===== src/rtl/uart_block_tx_if.sv =====
// rtl/uart_block_tx_if.sv - block handshake between cipher datapath and serial transmitter
// The master presents a block with valid; the slave signals when it can take it.
interface uart_block_tx_if #(
   parameter int NUM_BYTES = 8
);
   logic [8*NUM_BYTES-1:0] block_data;
   logic                   block_valid;
   logic                   block_ready;

   modport master (
      output block_data,
      output block_valid,
      input  block_ready
   );

   modport slave (
      input  block_data,
      input  block_valid,
      output block_ready
   );
endinterface


===== src/rtl/uart_block_tx.sv =====
// rtl/uart_block_tx.sv - multi-byte block to 8N1 serial transmitter
// Splits an accepted block into bytes and shifts each out LSB first with its own baud timer.
module uart_block_tx #(
   parameter int CLK_HZ    = 100000000,
   parameter int BAUD_RATE = 9600,
   parameter int NUM_BYTES = 8,
   parameter bit MSB_FIRST = 1'b0
) (
   input  logic           clk_100MHz,
   input  logic           reset_n,
   uart_block_tx_if.slave blk,
   output logic           tx,
   output logic           busy,
   output logic           byte_done_tick,
   output logic           block_done_tick
);
   localparam int DIV = CLK_HZ / BAUD_RATE;
   localparam int W   = 8 * NUM_BYTES;
   localparam int TW  = (DIV > 1) ? $clog2(DIV) : 1;
   localparam int BW  = (NUM_BYTES > 1) ? $clog2(NUM_BYTES) : 1;
   localparam logic [TW-1:0] TICK_LAST = TW'(DIV - 1);
   localparam logic [BW-1:0] BYTE_LAST = BW'(NUM_BYTES - 1);

   typedef enum logic [1:0] {
      S_IDLE,
      S_START,
      S_DATA,
      S_STOP
   } state_e;

   state_e          state_q, state_d;
   logic [TW-1:0]   tick_q, tick_d;
   logic [2:0]      bit_q, bit_d;
   logic [BW-1:0]   byte_cnt_q, byte_cnt_d;
   logic [W-1:0]    blk_q, blk_d;
   logic [7:0]      shreg_q, shreg_d;
   logic            tx_q, tx_d;
   logic            tick_last;

   // The byte about to be framed always sits at the end of the block register
   // that faces the chosen byte order.
   function automatic logic [7:0] first_byte(input logic [W-1:0] b);
      if (MSB_FIRST) begin
         return b[W-1 -: 8];
      end
      return b[7:0];
   endfunction

   function automatic logic [W-1:0] next_blk(input logic [W-1:0] b);
      if (MSB_FIRST) begin
         return b << 8;
      end
      return b >> 8;
   endfunction

   assign tick_last = (tick_q == TICK_LAST);

   always_ff @(posedge clk_100MHz or negedge reset_n) begin
      if (!reset_n) begin
         state_q    <= S_IDLE;
         tick_q     <= '0;
         bit_q      <= '0;
         byte_cnt_q <= '0;
         blk_q      <= '0;
         shreg_q    <= '0;
         tx_q       <= 1'b1;
      end else begin
         state_q    <= state_d;
         tick_q     <= tick_d;
         bit_q      <= bit_d;
         byte_cnt_q <= byte_cnt_d;
         blk_q      <= blk_d;
         shreg_q    <= shreg_d;
         tx_q       <= tx_d;
      end
   end

   // tx_d is the level of the bit that starts on the next edge, so the line
   // changes exactly when the baud timer wraps.
   always_comb begin
      state_d         = state_q;
      tick_d          = '0;
      bit_d           = bit_q;
      byte_cnt_d      = byte_cnt_q;
      blk_d           = blk_q;
      shreg_d         = shreg_q;
      tx_d            = tx_q;
      byte_done_tick  = 1'b0;
      block_done_tick = 1'b0;

      if (state_q != S_IDLE && !tick_last) begin
         tick_d = tick_q + 1'b1;
      end

      case (state_q)
         S_IDLE: begin
            tx_d = 1'b1;
            if (blk.block_valid) begin
               blk_d      = blk.block_data;
               shreg_d    = first_byte(blk.block_data);
               byte_cnt_d = '0;
               bit_d      = '0;
               tx_d       = 1'b0;
               state_d    = S_START;
            end
         end
         S_START: begin
            if (tick_last) begin
               bit_d   = '0;
               tx_d    = shreg_q[0];
               state_d = S_DATA;
            end
         end
         S_DATA: begin
            if (tick_last) begin
               shreg_d = shreg_q >> 1;
               if (bit_q == 3'd7) begin
                  tx_d    = 1'b1;
                  state_d = S_STOP;
               end else begin
                  bit_d = bit_q + 3'd1;
                  tx_d  = shreg_q[1];
               end
            end
         end
         S_STOP: begin
            if (tick_last) begin
               byte_done_tick = 1'b1;
               if (byte_cnt_q == BYTE_LAST) begin
                  block_done_tick = 1'b1;
                  tx_d            = 1'b1;
                  state_d         = S_IDLE;
               end else begin
                  byte_cnt_d = byte_cnt_q + 1'b1;
                  blk_d      = next_blk(blk_q);
                  shreg_d    = first_byte(next_blk(blk_q));
                  tx_d       = 1'b0;
                  state_d    = S_START;
               end
            end
         end
         default: begin
            state_d = S_IDLE;
            tx_d    = 1'b1;
         end
      endcase
   end

   assign tx              = tx_q;
   assign busy            = (state_q != S_IDLE);
   assign blk.block_ready = (state_q == S_IDLE);
endmodule


===== src/flat_wrapper.sv =====
// flat-port wrapper written by rule: the top's interface ports become plain ports
module uart_block_tx_flat 
#(
   parameter int CLK_HZ    = 100000000,
   parameter int BAUD_RATE = 9600,
   parameter int NUM_BYTES = 8,
   parameter bit MSB_FIRST = 1'b0
)
  (clk_100MHz, reset_n, tx, busy, byte_done_tick, block_done_tick, blk_block_data, blk_block_valid, blk_block_ready);
  uart_block_tx_if #(.NUM_BYTES(NUM_BYTES)) blk_i ();
  input  logic clk_100MHz;
  input  logic reset_n;
  output logic tx;
  output logic busy;
  output logic byte_done_tick;
  output logic block_done_tick;
  input wire logic [$bits(blk_i.block_data)-1:0] blk_block_data;
  input wire logic [$bits(blk_i.block_valid)-1:0] blk_block_valid;
  output wire logic [$bits(blk_i.block_ready)-1:0] blk_block_ready;
  assign blk_i.block_data = blk_block_data;
  assign blk_i.block_valid = blk_block_valid;
  assign blk_block_ready = blk_i.block_ready;
  uart_block_tx #(.CLK_HZ(CLK_HZ), .BAUD_RATE(BAUD_RATE), .NUM_BYTES(NUM_BYTES), .MSB_FIRST(MSB_FIRST)) u_core (.clk_100MHz(clk_100MHz), .reset_n(reset_n), .blk(blk_i), .tx(tx), .busy(busy), .byte_done_tick(byte_done_tick), .block_done_tick(block_done_tick));
endmodule

===== config.mk =====
export PLATFORM = sky130hd
export DESIGN_NAME = uart_block_tx_flat
export DESIGN_NICKNAME = d
export VERILOG_FILES = /design/src/rtl/uart_block_tx_if.sv /design/src/rtl/uart_block_tx.sv /design/src/flat_wrapper.sv
export SDC_FILE = /design/constraint.sdc
export NUM_CORES = 1
export LEC_CHECK = 0
export CAP_MARGIN = 0
export CORE_ASPECT_RATIO = 1.1
export CORE_UTILIZATION = 57
export DETAILED_ROUTE_END_ITERATION = 10
export GPL_TIMING_DRIVEN = 1
export PLACE_DENSITY_LB_ADDON = 0.05
export SETUP_SLACK_MARGIN = 0.4
export SLEW_MARGIN = 20
export SYNTH_ARGS = -nofsm -noshare
export SYNTH_HDL_FRONTEND = slang
export SYNTH_SLANG_ARGS = --single-unit

===== constraint.sdc =====
create_clock -name clk_100MHz -period 7.8 [get_ports clk_100MHz]
set_input_delay 0.78 -clock clk_100MHz [delete_from_list [all_inputs] [get_ports clk_100MHz]]
set_output_delay 0.78 -clock clk_100MHz [all_outputs]
set_load 0.005 [all_outputs]

* Word level (Yosys, flattened, before mapping)
Index checks and enable logic that the tools add are counted.
** Storage, ports and cells
- Flip-flop bits (word level) :: 95
- Latch bits :: 0
- RAM bits :: 0
- ROM bits :: 0
- Bits of input ports :: 67
- Memories kept :: 0
** Operators by class
- Add/subtract/negate cells :: 3
- Multiply operators :: 0
- Divide/modulo/power cells :: 0
- Magnitude comparators :: 0
- Equality and inequality tests :: 13
- Shift-type cells :: 0
- Multiplexer cells :: 36
- Bitwise operators :: 0
- Reductions and logical operators :: 12
** Operators by type and width (number)
- 2-to-1 mux 64 bit :: 3
- case mux 64 bit (2 select lines) :: 1
- 2-to-1 mux 8 bit :: 4
- case mux 8 bit (3 select lines) :: 1
- 2-to-1 mux 3 bit :: 6
- AND reduction 5 bit :: 3
- adder 14 x 1 -> 14 bit, second input constant :: 1
- == test 14 bit, second input constant :: 1
- 2-to-1 mux 14 bit :: 1
- 2-to-1 mux 1 bit :: 11
- 2-to-1 mux 2 bit :: 5
- case mux 3 bit (3 select lines) :: 1
- != test 2 x 1 -> 1 bit, second input constant :: 4
- case mux 2 bit (4 select lines) :: 1
- adder 3 x 1 -> 3 bit, second input constant :: 2
- == test 3 bit, second input constant :: 2
- != test 2 bit, second input constant :: 3
- case mux 3 bit (2 select lines) :: 1
- nonzero test 3 bit :: 2
- == test 2 bit, second input constant :: 2
- case mux 1 bit (4 select lines) :: 1
- AND reduction 4 bit :: 1
- nonzero test 2 bit :: 2
- AND reduction 3 bit :: 1
- other kinds (4) :: 4

* Longest topological paths before layout
- Depth in word-level cells :: 4
- Depth in mapped cells :: 9
- Mapped depth without buffers :: 7

* Worst setup path after synthesis
OpenSTA, ideal clock, no wires.
- Kind :: reg-to-output
- Start point :: register u_core.tick_q[6]
- End point :: output port byte_done_tick
- Arrival :: 1.703 ns
- Data required time :: 7.020 ns
- Slack :: 5.317 ns
- Stages on the path, launching flop included :: 5
- Buffers on the path :: 1
- Cells stage by stage :: dfrtp_1 or4b_4 or4_4 buf_6 nor2_1
** Between the ends
- Word-level cells in the longest chain between the ends :: 3
** RTL lines
- start, declared :: line uart_block_tx.sv:32 : logic [TW-1:0] tick_q, tick_d;
- start signal, assigned :: line uart_block_tx.sv:69 : tick_q <= tick_d;
- == test 14 bit :: line uart_block_tx.sv:56 : assign tick_last = (tick_q == TICK_LAST);
- 2-to-1 mux 1 bit :: line uart_block_tx.sv:127 : if (tick_last) begin
- 2-to-1 mux 1 bit :: line uart_block_tx.sv:95 : case (state_q)
- end, declared :: line flat_wrapper.sv:15 : output logic byte_done_tick;
Every way passes these cells.

* Worst setup path in the final report
- Start point :: register u_core.tick_q[4]
- End point :: output port byte_done_tick
Same word-level chain as after synthesis.

==> impl.org <==
** Layout
- Leaving out fill and tap cells, the most frequent cell in the layout is dfrtp_1.
- Filler cells :: 541
- Summing all non-filler instances in the final layout gives an area of 5160 um2.
- The repair_antennas step left the layout with diodes totalling 0.
- In the final design database the tool counted 553 nets.
- In the final layout, the share of cells above drive strength 1 is 0.112.
- Growth of design area from synthesis to finish :: 21.6%
- Summing all multi-input logic gate instances after layout gives roughly 1700 um2.
- Leaving out fill and tap cells, the most frequent cells in the layout are dfrtp_1 (86), clkdlybuf4s50_1 (70), inv_1 (53).
- The sequential cells in the finished layout cover a total of 2180 um2.
- Once layout is complete, the utilization of the core stands at 0.725.

** Timing
- Setup violations remaining at the end of the flow were counted as 0.
- Slew Limit Fails :: 0
- At the pin with the least slew margin, the transition time is 0.898 ns.
- Worst Clk Skew :: approximately 0.011 ns
- Based on the critical path, the design can be clocked at up to 295 MHz.
- Measured against its own limit, the worst slew margin works out to 0.402.
- The number of hold-slack violations in the final timing report is 0.
- Setup repair after global routing left no endpoint under its margin.
- For the finished layout, the period the worst path requires is 3.39 ns.
- Of the available clock period, the critical path in the final layout requires 0.435.
- Tightest hold margin :: 0.452 ns
- Summed negative setup slack over all endpoints :: 0 ns
- Setup slack closes at 4.41 ns.

** Worst setup path
- Number of buffer and inverter stages on the critical path :: 1
- STA classifies the critical path startpoint as a flop.
- Cell family with most CP delay :: simple AND/OR/NAND/NOR gates
- Max stage delay cell, worst path :: or4_4
- Required time at the worst-slack endpoint :: 7.02 ns
- Arrival time at the worst endpoint :: 2.61 ns
- The signal on the critical path passes through or4b_4 -> or4_4 -> nor2_1 -> clkdlybuf4s50_1.
- Sort of element at the end of the critical path :: output port
- Worst path max stage delay :: 0.62 ns
- Of all nets on the critical path, the largest fanout is 11.
- Worst Setup Path Type :: reg2out

** Synth
- Yosys warnings :: 0
- Post-synthesis register bit count :: a little under 90
- Synthesized net count :: 495
- Share of the yosys chip area belonging to registers :: 0.513
- Mean Syn Cell Area :: 10.2 um2
- The synthesized netlist contains 45 unique library cells.
- For this run, asynchronously set or reset flops after synthesis account for 1.00.
- Leading area contributor after synthesis :: dfrtp_1
- Yosys mapped a number of flops with a built-in enable equal to 0.
- After technology mapping, the gate count stands at 418.
- The share of synthesized area in the top cell type comes to 0.507.
- Synthesized area :: approximately 4200 um2
- In the post-synthesis netlist, the biggest area contributors are dfrtp_1 (51%), o22ai_2 (5.9%), a21oi_1 (5.8%), inv_1 (4.7%), o22ai_1 (4.1%).
- The most used flip-flop cell after synthesis is dfrtp_1.

** Clocking
- Post-cts resize count :: 0
- Master cell of the clock root buffer :: clkbuf_8
- The longest clock path from root to sink contains 2 buffers.
- TritonCTS built the clock tree.
- Counting every sink on the clock net gives 87.
- Cts hold-fix bufs :: 0
- Clock-pin slew was measured on the worst setup and hold paths at 0.09 ns.
- Buffers inserted during post-CTS setup optimization :: 0
- Clock buffer count from CTS :: 9
- Clock insertion delay at the later pin of the skew report :: roughly 0.36 ns
- The clock tree synthesis step divided the H-tree into 3 levels.

** Global route
- Entering global routing, the biggest net connects 88 pins.
- Wire length of the first global-routing pass :: 15200 um
- Global routing finished with a remaining overflow of 0.
- Antenna violations before repair :: 0
- Number of global-route vias before repair :: ~3200
- For this run, the total global-route usage over all layers was measured as 0.253.

** Power
- In this run the power spent charging and discharging nets is 0.000180 W.
- Summed over all cells, the static leakage comes to 2.29 nW.
- The internal portion of the total power is 0.000654 W.
- The share of total power dissipated in sequential elements is 0.540.
- Of the total power, the clock network draws 0.405.
- Worst ir drop on vdd :: 0.000103 V
- Of the total power, the share spent switching nets is 0.216.
- Power spread over the standard cell area amounts to 162 nW/um2.
- Of the total power, combinational logic draws 0.055.

** Detailed routing
- In this run the remaining antenna-violating nets after routing total 0.
- Drt total wl :: 9230 um
- Pre-antenna DRT Iters :: 9
- Via count :: ~3300
- Final routed DRC violation total :: 10
- After the first detailed-routing iteration, the DRC count stood at 182.
- Dividing the detail-routed via count by the number of cells gives slightly below 6.
- In the final routed layout, each cell accounts on average for ~16 um.

** Die
- Core Region :: 7130 um2
- The floorplan step set the die width to 84.3 um.
- After floorplanning, the core was divided into 32 placement rows.
- For this configuration, the core starts out at a cell density of 0.596.
- 72 I/O pins were placed.
- The die covers 7800 um2.
- From bottom edge to top edge, the die measures 92.5 um.

** Worst hold path
- Type of the most critical hold path :: in2async

** Flow run
- MaxCap Viol Count :: 0

** Placed design
- OpenSTA, run right after detailed placement, puts the worst setup slack at between 4 and 5 ns.
- Buffers placed on the I/O ports in this run total 71.
- Area after detailed placement :: 4940 um2
- Detailed placement finished with a half-perimeter wire length of 6020 um.
- The congestion estimate from routability-driven global placement came to 0.792.

** Run status
- Violations in the final reports :: DRC
- Status :: finished, violations left
layout make-up:
cell class | instances | share of cell area
repair buffers | 72 | 0.139
multi-input cells | 253 | 0.338
inverters | 53 | 0.0385
well taps | 85 | 0.0206
clock inverters | 4 | 0.0102
clock buffers | 12 | 0.0320
flip-flops and latches | 87 | 0.422
per-stage QoR:
stage	instances	total power, W
3_5_place_dp	550	0.000505
6_report	566	0.000835
2_1_floorplan	418	0.000461
3_3_place_gp	550	0.000506
4_1_cts	566	0.000841
5_1_grt	566	0.000864
power groups by stage:
stage | Combinational [W] | Sequential [W] | Clock (W)
floorplan | 0.00000174 | 0.000460 | 0
global placement | 0.0000461 | 0.000460 | 0
detailed placement | 0.0000459 | 0.000460 | 0
CTS | 0.0000463 | 0.000451 | 0.000344
global route | 0.0000496 | 0.000451 | 0.000363
finish | 0.0000459 | 0.000451 | 0.000338
cells by family (layout without fill, tap and decap cells):
kind of cell / after synthesis / count (layout) / share of synthesized area
mux: 10 / 10 / 0.0336
xor+xnor: 12 / 12 / 0.0248
buf+inv: 78 / 141 / 0.0781
compound gates: 138 / 138 / 0.225
fa+ha+maj: 10 / 10 / 0.0295
simple gates: 83 / 83 / 0.0958
flops: 87 / 87 / 0.513
flip-flops by register name, indices dropped and copies added, names as in the netlist:
name	cells
u_core.bit_q	3
u_core.blk_q	56
u_core.byte_cnt_q	3
u_core.shreg_q	8
u_core.state_q	2
u_core.tick_q	14
u_core.tx	1
path summary, 6_finish.rpt:
kind	endpoint	slack [ns]	depth (start not counted)	from
max	byte_done_tick	4.41	4	u_core.tick_q[4]
min in group clk_100MHz	u_core.tick_q[0]	0.48	1	u_core.tick_q[0]
max reg2reg	u_core.shreg_q[6]	4.77	5	u_core.state_q[0]
min reg2reg	u_core.tick_q[0]	0.48	1	u_core.tick_q[0]
max in group asynchronous	u_core.blk_q[46]	6.79	1	reset_n
min	u_core.shreg_q[2]	0.45	1	reset_n
per-layer routing:
layer  share of wire  vias to the layer above  global-route usage
li1                -                     1574                   -
met1            0.46                     1589               0.332
met2            0.47                       86               0.410
met3           0.044                       14              0.0463
met4           0.020                        0               0.118
met5               0                        -                   0
synthesized netlist by cell type (2+ instances only):
cell type  number
dfrtp_1        86
inv_1          53
a21oi_1        49
nand2_1        35
o22ai_1        28
o22ai_2        20
nor2_1         19
clkbuf_1       17
a22oi_1        15
o21ai_0        11
ha_1           10
mux2_4          8
xor2_1          8
nand3_1         6
and3_1          5
buf_6           5
xnor2_1         4
nand4_1         3
a211o_1         2
a221oi_1        2
a22o_1          2
and4_1          2
buf_1           2
nor2b_1         2
o211ai_1        2
o21ai_1         2
or3_1           2
Note: power is estimated with default switching activity, not from simulation.
